`config.mk`:
```
export PLATFORM = sky130hd
export DESIGN_NAME = calc_key_sequencer_flat
export DESIGN_NICKNAME = d
export VERILOG_FILES = /design/src/rtl/calc_key_sequencer_if.sv /design/src/rtl/calc_key_sequencer.sv /design/src/flat_wrapper.sv
export SDC_FILE = /design/constraint.sdc
export NUM_CORES = 1
export LEC_CHECK = 0
export CAP_MARGIN = 20
export CORE_UTILIZATION = 55
export CTS_BUF_LIST = sky130_fd_sc_hd__clkbuf_8
export DETAILED_ROUTE_END_ITERATION = 6
export PLACE_DENSITY = 0.77
export SLEW_MARGIN = 20
export SYNTH_ARGS = -nofsm -noshare
export SYNTH_HDL_FRONTEND = slang
export SYNTH_SLANG_ARGS = --single-unit
```
`constraint.sdc`:
```
create_clock -name clk -period 5.9 [get_ports clk]
set_clock_uncertainty 0.05 [all_clocks]
set_input_delay 1.475 -clock clk [delete_from_list [all_inputs] [get_ports clk]]
set_output_delay 1.475 -clock clk [all_outputs]
set_load 0.05 [all_outputs]
```
`src/rtl/calc_key_sequencer_if.sv`:
```
// Keypad-to-calculator link: key select pulses and mode flag in,
// display value and status flags out.
interface calc_key_sequencer_if #(
   parameter int W = 16
);
   logic          key_strobe;
   logic [4:0]    key_val;
   logic          dec_mode;
   logic [W-1:0]  display_val;
   logic [1:0]    state;
   logic [2:0]    op_sel;
   logic [2:0]    digit_cnt;
   logic          overflow;
   logic          negative;
   logic          result_pulse;

   // Keypad / test side: issues keys, observes the calculator.
   modport master (
      output key_strobe, key_val, dec_mode,
      input  display_val, state, op_sel, digit_cnt, overflow, negative, result_pulse
   );

   // Calculator side: consumes keys, drives display and flags.
   modport slave (
      input  key_strobe, key_val, dec_mode,
      output display_val, state, op_sel, digit_cnt, overflow, negative, result_pulse
   );
endinterface

```
`src/rtl/calc_key_sequencer.sv`:
```
// Two-operand calculator sequencer driven by keypad select pulses.
// Builds operand A, operator and operand B, executes on EXE (or chains on a
// new operator) and presents the value to render plus status flags. All
// outputs are registered, so every key shows its effect one cycle later.
module calc_key_sequencer #(
   parameter int W          = 16,
   parameter int MAX_DIGITS = 4
) (
   input  logic                  clk,
   input  logic                  rst,
   calc_key_sequencer_if.slave   bus
);

   typedef enum logic [1:0] {
      ST_ENTER_A = 2'd0,
      ST_OP_SET  = 2'd1,
      ST_ENTER_B = 2'd2,
      ST_RESULT  = 2'd3
   } state_e;

   localparam logic [2:0] OP_NONE = 3'd0;
   localparam logic [2:0] OP_ADD  = 3'd1;
   localparam logic [2:0] OP_SUB  = 3'd2;
   localparam logic [2:0] OP_MUL  = 3'd3;
   localparam logic [2:0] OP_AND  = 3'd4;
   localparam logic [2:0] OP_OR   = 3'd5;

   localparam logic [4:0] KEY_ADD = 5'h10;
   localparam logic [4:0] KEY_MUL = 5'h11;
   localparam logic [4:0] KEY_AND = 5'h12;
   localparam logic [4:0] KEY_EXE = 5'h13;
   localparam logic [4:0] KEY_SUB = 5'h14;
   localparam logic [4:0] KEY_OR  = 5'h15;
   localparam logic [4:0] KEY_CE  = 5'h16;
   localparam logic [4:0] KEY_CLR = 5'h17;

   localparam logic [2:0] MAX_CNT = 3'(MAX_DIGITS);

   // Map an operator key code to its op_sel encoding; non-operators give OP_NONE.
   function automatic logic [2:0] key_to_op(input logic [4:0] key);
      logic [2:0] op;
      case (key)
         KEY_ADD: op = OP_ADD;
         KEY_SUB: op = OP_SUB;
         KEY_MUL: op = OP_MUL;
         KEY_AND: op = OP_AND;
         KEY_OR:  op = OP_OR;
         default: op = OP_NONE;
      endcase
      return op;
   endfunction

   // Append one digit to an operand: v*10+d or v*16+d, truncated to W bits.
   function automatic logic [W-1:0] shift_in(input logic [W-1:0] v,
                                             input logic [3:0]   d,
                                             input logic         dec);
      logic [W-1:0] dz;
      logic [W-1:0] r;
      dz = {{(W-4){1'b0}}, d};
      if (dec) begin
         r = {v[W-4:0], 3'b000} + {v[W-2:0], 1'b0} + dz;
      end else begin
         r = {v[W-5:0], 4'h0} + dz;
      end
      return r;
   endfunction

   state_e        state_q, state_d;
   logic [W-1:0]  a_q, a_d;
   logic [W-1:0]  b_q, b_d;
   logic [W-1:0]  res_q, res_d;
   logic [W-1:0]  disp_q, disp_d;
   logic [2:0]    op_q, op_d;
   logic [2:0]    cnt_q, cnt_d;
   logic [2:0]    cnt_a_q, cnt_a_d;   // digits belonging to A, restored on CE in OP_SET
   logic          ovf_q, ovf_d;
   logic          neg_q, neg_d;
   logic          pulse_q, pulse_d;
   logic          dec_q;
   logic          mode_vld_q;         // dec_q holds a real sample (no edge right after reset)

   logic          mode_edge_s;
   logic          clr_s;
   logic          key_is_digit_s;
   logic          digit_ok_s;
   logic [3:0]    digit_s;
   logic [2:0]    key_op_s;
   logic [W-1:0]  digit_w_s;

   logic [W:0]     sum_s;
   logic [2*W-1:0] prod_s;
   logic [W-1:0]   alu_res_s;
   logic           alu_ovf_s;
   logic           alu_neg_s;

   assign mode_edge_s    = mode_vld_q && (bus.dec_mode != dec_q);
   assign key_is_digit_s = ~bus.key_val[4];
   assign digit_s        = bus.key_val[3:0];
   assign digit_ok_s     = key_is_digit_s && !(bus.dec_mode && (digit_s > 4'd9));
   assign key_op_s       = key_to_op(bus.key_val);
   assign digit_w_s      = {{(W-4){1'b0}}, digit_s};

   // Evaluate A op B with the flags the operation produces.
   always_comb begin
      sum_s     = {1'b0, a_q} + {1'b0, b_q};
      prod_s    = {{W{1'b0}}, a_q} * {{W{1'b0}}, b_q};
      alu_res_s = a_q;
      alu_ovf_s = 1'b0;
      alu_neg_s = 1'b0;
      case (op_q)
         OP_ADD: begin
            alu_res_s = sum_s[W-1:0];
            alu_ovf_s = sum_s[W];
         end
         OP_SUB: begin
            alu_res_s = a_q - b_q;
            alu_neg_s = (a_q < b_q);
         end
         OP_MUL: begin
            alu_res_s = prod_s[W-1:0];
            alu_ovf_s = |prod_s[2*W-1:W];
         end
         OP_AND:  alu_res_s = a_q & b_q;
         OP_OR:   alu_res_s = a_q | b_q;
         default: alu_res_s = a_q;
      endcase
   end

   // Next-state: key decode per state, mode-edge clear, display selection.
   always_comb begin
      state_d = state_q;
      a_d     = a_q;
      b_d     = b_q;
      res_d   = res_q;
      op_d    = op_q;
      cnt_d   = cnt_q;
      cnt_a_d = cnt_a_q;
      ovf_d   = ovf_q;
      neg_d   = neg_q;
      pulse_d = 1'b0;
      clr_s   = 1'b0;

      if (mode_edge_s) begin
         // A mode change wipes the transaction; a coincident key is dropped.
         clr_s = 1'b1;
      end else if (bus.key_strobe) begin
         if (key_is_digit_s) begin
            if (digit_ok_s) begin
               case (state_q)
                  ST_ENTER_A: begin
                     if (cnt_q != MAX_CNT) begin
                        a_d     = shift_in(a_q, digit_s, bus.dec_mode);
                        cnt_d   = cnt_q + 3'd1;
                        cnt_a_d = cnt_q + 3'd1;
                     end else begin
                        cnt_d = cnt_q;
                     end
                  end
                  ST_OP_SET, ST_ENTER_B: begin
                     if (cnt_q != MAX_CNT) begin
                        b_d     = shift_in(b_q, digit_s, bus.dec_mode);
                        cnt_d   = cnt_q + 3'd1;
                        state_d = ST_ENTER_B;
                     end else begin
                        cnt_d = cnt_q;
                     end
                  end
                  ST_RESULT: begin
                     a_d     = digit_w_s;
                     cnt_d   = 3'd1;
                     cnt_a_d = 3'd1;
                     ovf_d   = 1'b0;
                     neg_d   = 1'b0;
                     state_d = ST_ENTER_A;
                  end
                  default: state_d = ST_ENTER_A;
               endcase
            end else begin
               cnt_d = cnt_q;
            end
         end else if (key_op_s != OP_NONE) begin
            case (state_q)
               ST_ENTER_A: begin
                  op_d    = key_op_s;
                  b_d     = {W{1'b0}};
                  cnt_d   = 3'd0;
                  state_d = ST_OP_SET;
               end
               ST_OP_SET: op_d = key_op_s;
               ST_ENTER_B: begin
                  // Chain: fold the pending operation into A and start a new one.
                  res_d   = alu_res_s;
                  a_d     = alu_res_s;
                  b_d     = {W{1'b0}};
                  op_d    = key_op_s;
                  ovf_d   = alu_ovf_s;
                  neg_d   = alu_neg_s;
                  pulse_d = 1'b1;
                  cnt_d   = 3'd0;
                  cnt_a_d = 3'd0;   // a computed A has no typed digits
                  state_d = ST_OP_SET;
               end
               ST_RESULT: begin
                  a_d     = res_q;
                  b_d     = {W{1'b0}};
                  op_d    = key_op_s;
                  cnt_d   = 3'd0;
                  cnt_a_d = 3'd0;
                  state_d = ST_OP_SET;
               end
               default: state_d = ST_ENTER_A;
            endcase
         end else if (bus.key_val == KEY_EXE) begin
            case (state_q)
               ST_ENTER_B: begin
                  res_d   = alu_res_s;
                  ovf_d   = alu_ovf_s;
                  neg_d   = alu_neg_s;
                  pulse_d = 1'b1;
                  cnt_d   = 3'd0;
                  state_d = ST_RESULT;
               end
               ST_ENTER_A: begin
                  // No operation pending: A itself becomes the result.
                  res_d   = a_q;
                  ovf_d   = 1'b0;
                  neg_d   = 1'b0;
                  pulse_d = 1'b1;
                  cnt_d   = 3'd0;
                  state_d = ST_RESULT;
               end
               default: state_d = state_q;
            endcase
         end else if (bus.key_val == KEY_CE) begin
            case (state_q)
               ST_ENTER_A: begin
                  a_d     = {W{1'b0}};
                  cnt_d   = 3'd0;
                  cnt_a_d = 3'd0;
               end
               ST_ENTER_B: begin
                  b_d     = {W{1'b0}};
                  cnt_d   = 3'd0;
                  state_d = ST_OP_SET;
               end
               ST_OP_SET: begin
                  op_d    = OP_NONE;
                  cnt_d   = cnt_a_q;
                  state_d = ST_ENTER_A;
               end
               ST_RESULT: clr_s   = 1'b1;
               default:   state_d = ST_ENTER_A;
            endcase
         end else if (bus.key_val == KEY_CLR) begin
            clr_s = 1'b1;
         end else begin
            // Invalid codes leave everything untouched.
            state_d = state_q;
         end
      end else begin
         state_d = state_q;
      end

      if (clr_s) begin
         state_d = ST_ENTER_A;
         a_d     = {W{1'b0}};
         b_d     = {W{1'b0}};
         res_d   = {W{1'b0}};
         op_d    = OP_NONE;
         cnt_d   = 3'd0;
         cnt_a_d = 3'd0;
         ovf_d   = 1'b0;
         neg_d   = 1'b0;
         pulse_d = 1'b0;
      end else begin
         pulse_d = pulse_d;
      end

      case (state_d)
         ST_ENTER_A, ST_OP_SET: disp_d = a_d;
         ST_ENTER_B:            disp_d = b_d;
         ST_RESULT:             disp_d = res_d;
         default:               disp_d = a_d;
      endcase
   end

   // State and output registers, cleared asynchronously by rst.
   always_ff @(posedge clk or posedge rst) begin
      if (rst) begin
         state_q    <= ST_ENTER_A;
         a_q        <= {W{1'b0}};
         b_q        <= {W{1'b0}};
         res_q      <= {W{1'b0}};
         disp_q     <= {W{1'b0}};
         op_q       <= OP_NONE;
         cnt_q      <= 3'd0;
         cnt_a_q    <= 3'd0;
         ovf_q      <= 1'b0;
         neg_q      <= 1'b0;
         pulse_q    <= 1'b0;
         dec_q      <= 1'b0;
         mode_vld_q <= 1'b0;
      end else begin
         state_q    <= state_d;
         a_q        <= a_d;
         b_q        <= b_d;
         res_q      <= res_d;
         disp_q     <= disp_d;
         op_q       <= op_d;
         cnt_q      <= cnt_d;
         cnt_a_q    <= cnt_a_d;
         ovf_q      <= ovf_d;
         neg_q      <= neg_d;
         pulse_q    <= pulse_d;
         dec_q      <= bus.dec_mode;
         mode_vld_q <= 1'b1;
      end
   end

   assign bus.display_val  = disp_q;
   assign bus.state        = state_q;
   assign bus.op_sel       = op_q;
   assign bus.digit_cnt    = cnt_q;
   assign bus.overflow     = ovf_q;
   assign bus.negative     = neg_q;
   assign bus.result_pulse = pulse_q;

endmodule

```
`src/flat_wrapper.sv`:
```
// flat-port wrapper written by rule: the top's interface ports become plain ports
module calc_key_sequencer_flat 
#(
   parameter int W          = 16,
   parameter int MAX_DIGITS = 4
)
  (clk, rst, bus_key_strobe, bus_key_val, bus_dec_mode, bus_display_val, bus_state, bus_op_sel, bus_digit_cnt, bus_overflow, bus_negative, bus_result_pulse);
  calc_key_sequencer_if #(.W(W)) bus_i ();
  input  logic clk;
  input  logic rst;
  input wire logic [$bits(bus_i.key_strobe)-1:0] bus_key_strobe;
  input wire logic [$bits(bus_i.key_val)-1:0] bus_key_val;
  input wire logic [$bits(bus_i.dec_mode)-1:0] bus_dec_mode;
  output wire logic [$bits(bus_i.display_val)-1:0] bus_display_val;
  output wire logic [$bits(bus_i.state)-1:0] bus_state;
  output wire logic [$bits(bus_i.op_sel)-1:0] bus_op_sel;
  output wire logic [$bits(bus_i.digit_cnt)-1:0] bus_digit_cnt;
  output wire logic [$bits(bus_i.overflow)-1:0] bus_overflow;
  output wire logic [$bits(bus_i.negative)-1:0] bus_negative;
  output wire logic [$bits(bus_i.result_pulse)-1:0] bus_result_pulse;
  assign bus_i.key_strobe = bus_key_strobe;
  assign bus_i.key_val = bus_key_val;
  assign bus_i.dec_mode = bus_dec_mode;
  assign bus_display_val = bus_i.display_val;
  assign bus_state = bus_i.state;
  assign bus_op_sel = bus_i.op_sel;
  assign bus_digit_cnt = bus_i.digit_cnt;
  assign bus_overflow = bus_i.overflow;
  assign bus_negative = bus_i.negative;
  assign bus_result_pulse = bus_i.result_pulse;
  calc_key_sequencer #(.W(W), .MAX_DIGITS(MAX_DIGITS)) u_core (.clk(clk), .rst(rst), .bus(bus_i));
endmodule
```
==> impl_results.md <==
- RSZ-0062 raised after global routing: true
- Initial Utilization: 55.8%
- Crit-path max FO: 4
- Root Buffer: clkbuf_8
- Fin. Hold Viols: 0
- CP dominant cell by count: fa_1
- First-pass GRT wire length: 108000 µm
- Largest delay share family, worst path: adder cells
- Clock sink count: 80
- Buffers on Ports: 35
- Tmin final: between 6 and 7 ns
- DRT Pass-1 Iters: 7
- Drt wl/cell: 25.0 µm
- Die width: 181 µm
- Leak Pwr: about 9.8 nW
- Layout cell share with drive strength beyond 1: 22.6%
- Area occupied by multi-input gates: 0.0149 mm²
- TritonCTS Buffers: 9
- DRC violations left: 41
- Top_reg_cell synth: dfrtp_1
- HPWL after DPL: 56500 µm
- GRT busiest layer: met2
- Total Routed Length: 71000 µm
- Synthesized area per cell: 8.08 µm²
- Number of synthesized flops with an enable pin: 0
- Mapped Cells: 2180
- Post-synth ARST share: 100%
- Buf+Inv Stages, Crit Path: 8
- Chip height: 181 µm
- FF+latch count, synth: 80
- FF-to-FF End: u_core.bus.display_val[15]$_DFF_PP0_
- Register Area: 0.00202 mm²
- Cell Count Post-Placement: 2782
- R2R cell count: 26
- Post-route insts no fill: approximately 2800
- I/O pin cnt: 36
- Cell Rows: 65
- WP depth: 26
- Worst Hold Class: flop to flop
- Final setup fails: 9
- Crit path DAT: 6.41 ns
- Tcrit/Tclk final: 104%
- Failing checks: DRC, setup timing
- Worst r2r src: u_core.b_q[2]$_DFF_PP0_
- Met2 Track Usage GR: 64.5%
- Clock Tree Buf Depth: 2
- Vias in the first global route: 18575
- Critical Path Start Type: flop
- Relative slew margins: about an eighth
- Clk slew on worst S/H paths: 0.10 ns
- Max_cap viols: 0
- Synth Cell Area: 0.0176 mm²
- H-tree depth: 3
- Setup slack after layout: -0.238 ns
- First DRT Iteration DRCs: roughly 2500
- GRT Util Overall: 43.5%
- Vias per cell: between 6 and 7
- Via count: 18611
- Initial antenna violation count: 3
- Worst EP required: just over 6 ns
- CP endpoint: u_core.bus.display_val[15]$_DFF_PP0_
- Worst Hold Launch: u_core.cnt_a_q[2]$_DFFE_PP0P_
- Worst slew pin tran: 1.29 ns
- Die area: 0.0328 mm²
- Fill cell count: ~2600
- M3 GR Usage: 12.5%
- Seq/Total Area, Yosys: 11.4%
- Largest stage delay, worst path: between 0.5 and 0.6 ns
- Global route total overflow: 0
- Worst R2R Setup Slack: -0.24 ns
- NumNets Final: 2856
- Setup CP Type: flop to flop
- CP Capture Type: flop
- Synth Net Count: 2602
- FMAX: around 160 MHz
- DRT antenna net count: 0
- Placer Congestion: about 1.1
- VDD IR-drop max: 0.000261 V
- Core Box Area: 0.0316 mm²
- Clock Latency Late Sink: 0.40 ns
- Critical-path top delay cell: fa_1
- Warnings, synthesis: 0
- Final hold slack: approximately 0.45 ns
- Setup TNS: -1.37 ns
- Cell Pwr Density: 185 mW/mm²
- Post-synth cell types: 99
- Largest net degree at the start of global routing: 56
- Met1 usage: roughly 59%
- Status: finished, violations left
- CTS tree: built
- Synthesis-to-layout area growth: 23.4%
- Max-slew violations: 0
- Critical Path Source: u_core.b_q[2]$_DFF_PP0_
-- tightest hold or removal path: stages (launching register included) --
cell and delay (ns):
dfrtp_1 0.36, nand2_1 0.05, o31ai_1 0.06
-- sequential cells by signal, indices dropped and copies added, names as in the netlist --
signal and count:
u_core.a_q 16, u_core.b_q 16, u_core.bus.display_val 16, u_core.res_q 16, u_core.bus.digit_cnt 3, u_core.bus.op_sel 3, u_core.cnt_a_q 3, u_core.bus.state 2
u_core.bus.negative 1, u_core.bus.overflow 1, u_core.bus.result_pulse 1, u_core.dec_q 1, u_core.mode_vld_q 1
-- cell usage after synthesis, types with 7 or more instances --
cell type | count | area (µm²)
a221o_1 | 9 | 90.1
clkbuf_1 | 82 | 308
mux2i_1 | 18 | 180
nand2_1 | 238 | 893
o211ai_1 | 12 | 90.1
a21oi_1 | 129 | 646
o22ai_1 | 17 | 106
ha_1 | 214 | 2680
a211oi_1 | 22 | 165
or3_1 | 8 | 50.1
buf_2 | 12 | 60.1
o21bai_1 | 10 | 75.1
a211o_1 | 7 | 61.3
nand3_1 | 28 | 140
mux2_2 | 10 | 113
clkinv_1 | 9 | 33.8
dfrtp_1 | 80 | 2000
nor3_1 | 41 | 205
xor2_1 | 12 | 105
xnor2_1 | 30 | 263
fa_1 | 199 | 3980
and3_1 | 14 | 87.6
buf_1 | 14 | 52.6
nor2b_1 | 24 | 150
inv_1 | 277 | 1040
a21o_1 | 23 | 173
nor2_1 | 239 | 897
a221oi_1 | 8 | 70.1
and2_1 | 14 | 87.6
o2111ai_1 | 7 | 61.3
o21a_1 | 18 | 135
o221ai_1 | 30 | 263
inv_2 | 9 | 33.8
nand2b_1 | 18 | 113
nor4_1 | 8 | 50.1
o21ai_0 | 94 | 470
o31ai_1 | 13 | 97.6
a31oi_1 | 20 | 125
o21ai_1 | 19 | 95.1
-- per-stage QoR --
stage          area (µm²)  util, %  setup slack, ns  power, mW
3_3_place_gp        20300     64.3           -0.491       3.17
6_report            21700     68.9           -0.238       4.03
3_5_place_dp        20300     64.3           -0.581       3.21
4_1_cts             21100     66.8           -0.257       3.81
5_1_grt             21700     68.9           -0.481       4.21
2_1_floorplan       17900        -       -0.0000635       2.28
-- placed cells by master, fill, tap and decap left out, types with 18 or more instances in the layout --
cell type | netlist | final
a211oi_1 | 22 | 19
a21o_1 | 23 | 21
a21oi_1 | 129 | 117
buf_4 | 2 | 282
buf_6 | 2 | 29
clkdlybuf4s50_1 | 0 | 35
dfrtp_1 | 80 | 67
fa_1 | 199 | 194
ha_1 | 214 | 193
inv_1 | 277 | 247
inv_2 | 9 | 31
mux2i_1 | 18 | 18
nand2_1 | 238 | 234
nand2b_1 | 18 | 18
nand3_1 | 28 | 26
nor2_1 | 239 | 220
nor2b_1 | 24 | 24
nor3_1 | 41 | 39
o21ai_0 | 94 | 88
o21ai_1 | 19 | 23
o221ai_1 | 30 | 28
xnor2_1 | 30 | 30
-- logic make-up (layout without fill, tap and decap cells) --
group,Yosys count,after routing,synth area share [%]
AO/OA/AOI/OAI,543,543,21.4
XOR/XNOR,42,42,2.09
adder cells (fa/ha/maj),413,413,37.8
buffers and inverters,408,667,8.93
flip-flops,80,80,11.4
multiplexers,30,30,1.79
other,1,2,0.0213
AND/OR/NAND/NOR,663,663,16.6
-- worst min-delay path by stage --
stage                               endpoint  slack (ns)  cells past startpoint
3_3_place_gp   u_core.cnt_a_q[2]$_DFFE_PP0P_        0.41                      2
6_report       u_core.cnt_a_q[2]$_DFFE_PP0P_        0.45                      2
2_1_floorplan  u_core.cnt_a_q[2]$_DFFE_PP0P_        0.40                      2
3_5_place_dp   u_core.cnt_a_q[2]$_DFFE_PP0P_        0.44                      2
5_1_grt        u_core.cnt_a_q[2]$_DFFE_PP0P_        0.47                      2
4_1_cts        u_core.cnt_a_q[2]$_DFFE_PP0P_        0.46                      2
-- per-layer routing --
metal	wire [µm]	share of wire [%]	vias to the layer above
met4	3920	5.5	4
met5	85	0.12	-
met1	28300	40	8946
met3	9060	13	335
li1	-	-	7963
met2	29700	42	1363
-- power breakdown --
part	total, mW	leakage [nW]	internal, mW	switching [mW]
Clock	0.500	0.113	0.252	0.249
Sequential	0.715	1.05	0.628	0.0866
Combinational	2.82	8.64	1.09	1.73
Total	4.03	9.80	1.97	2.06
-- cell type report --
class,count,area share [%]
Multi-Input combinational cell,1692,68.4
Timing Repair Buffer,356,13.7
Sequential cell,80,9.28
Inverter,295,5.26
Tap cell,402,2.31
Clock buffer,10,0.633
Clock inverter,6,0.414
Antenna cell,1,0.0115
-- what timing repair did --
item,in CTS,in global routing
gates resized for setup,95,122
setup endpoints to repair,18,22
cloned,0,0
hold buffers,0,0
pin swaps,43,92
setup buffers,26,20
No activity file was read; power rests on OpenSTA's default activity.
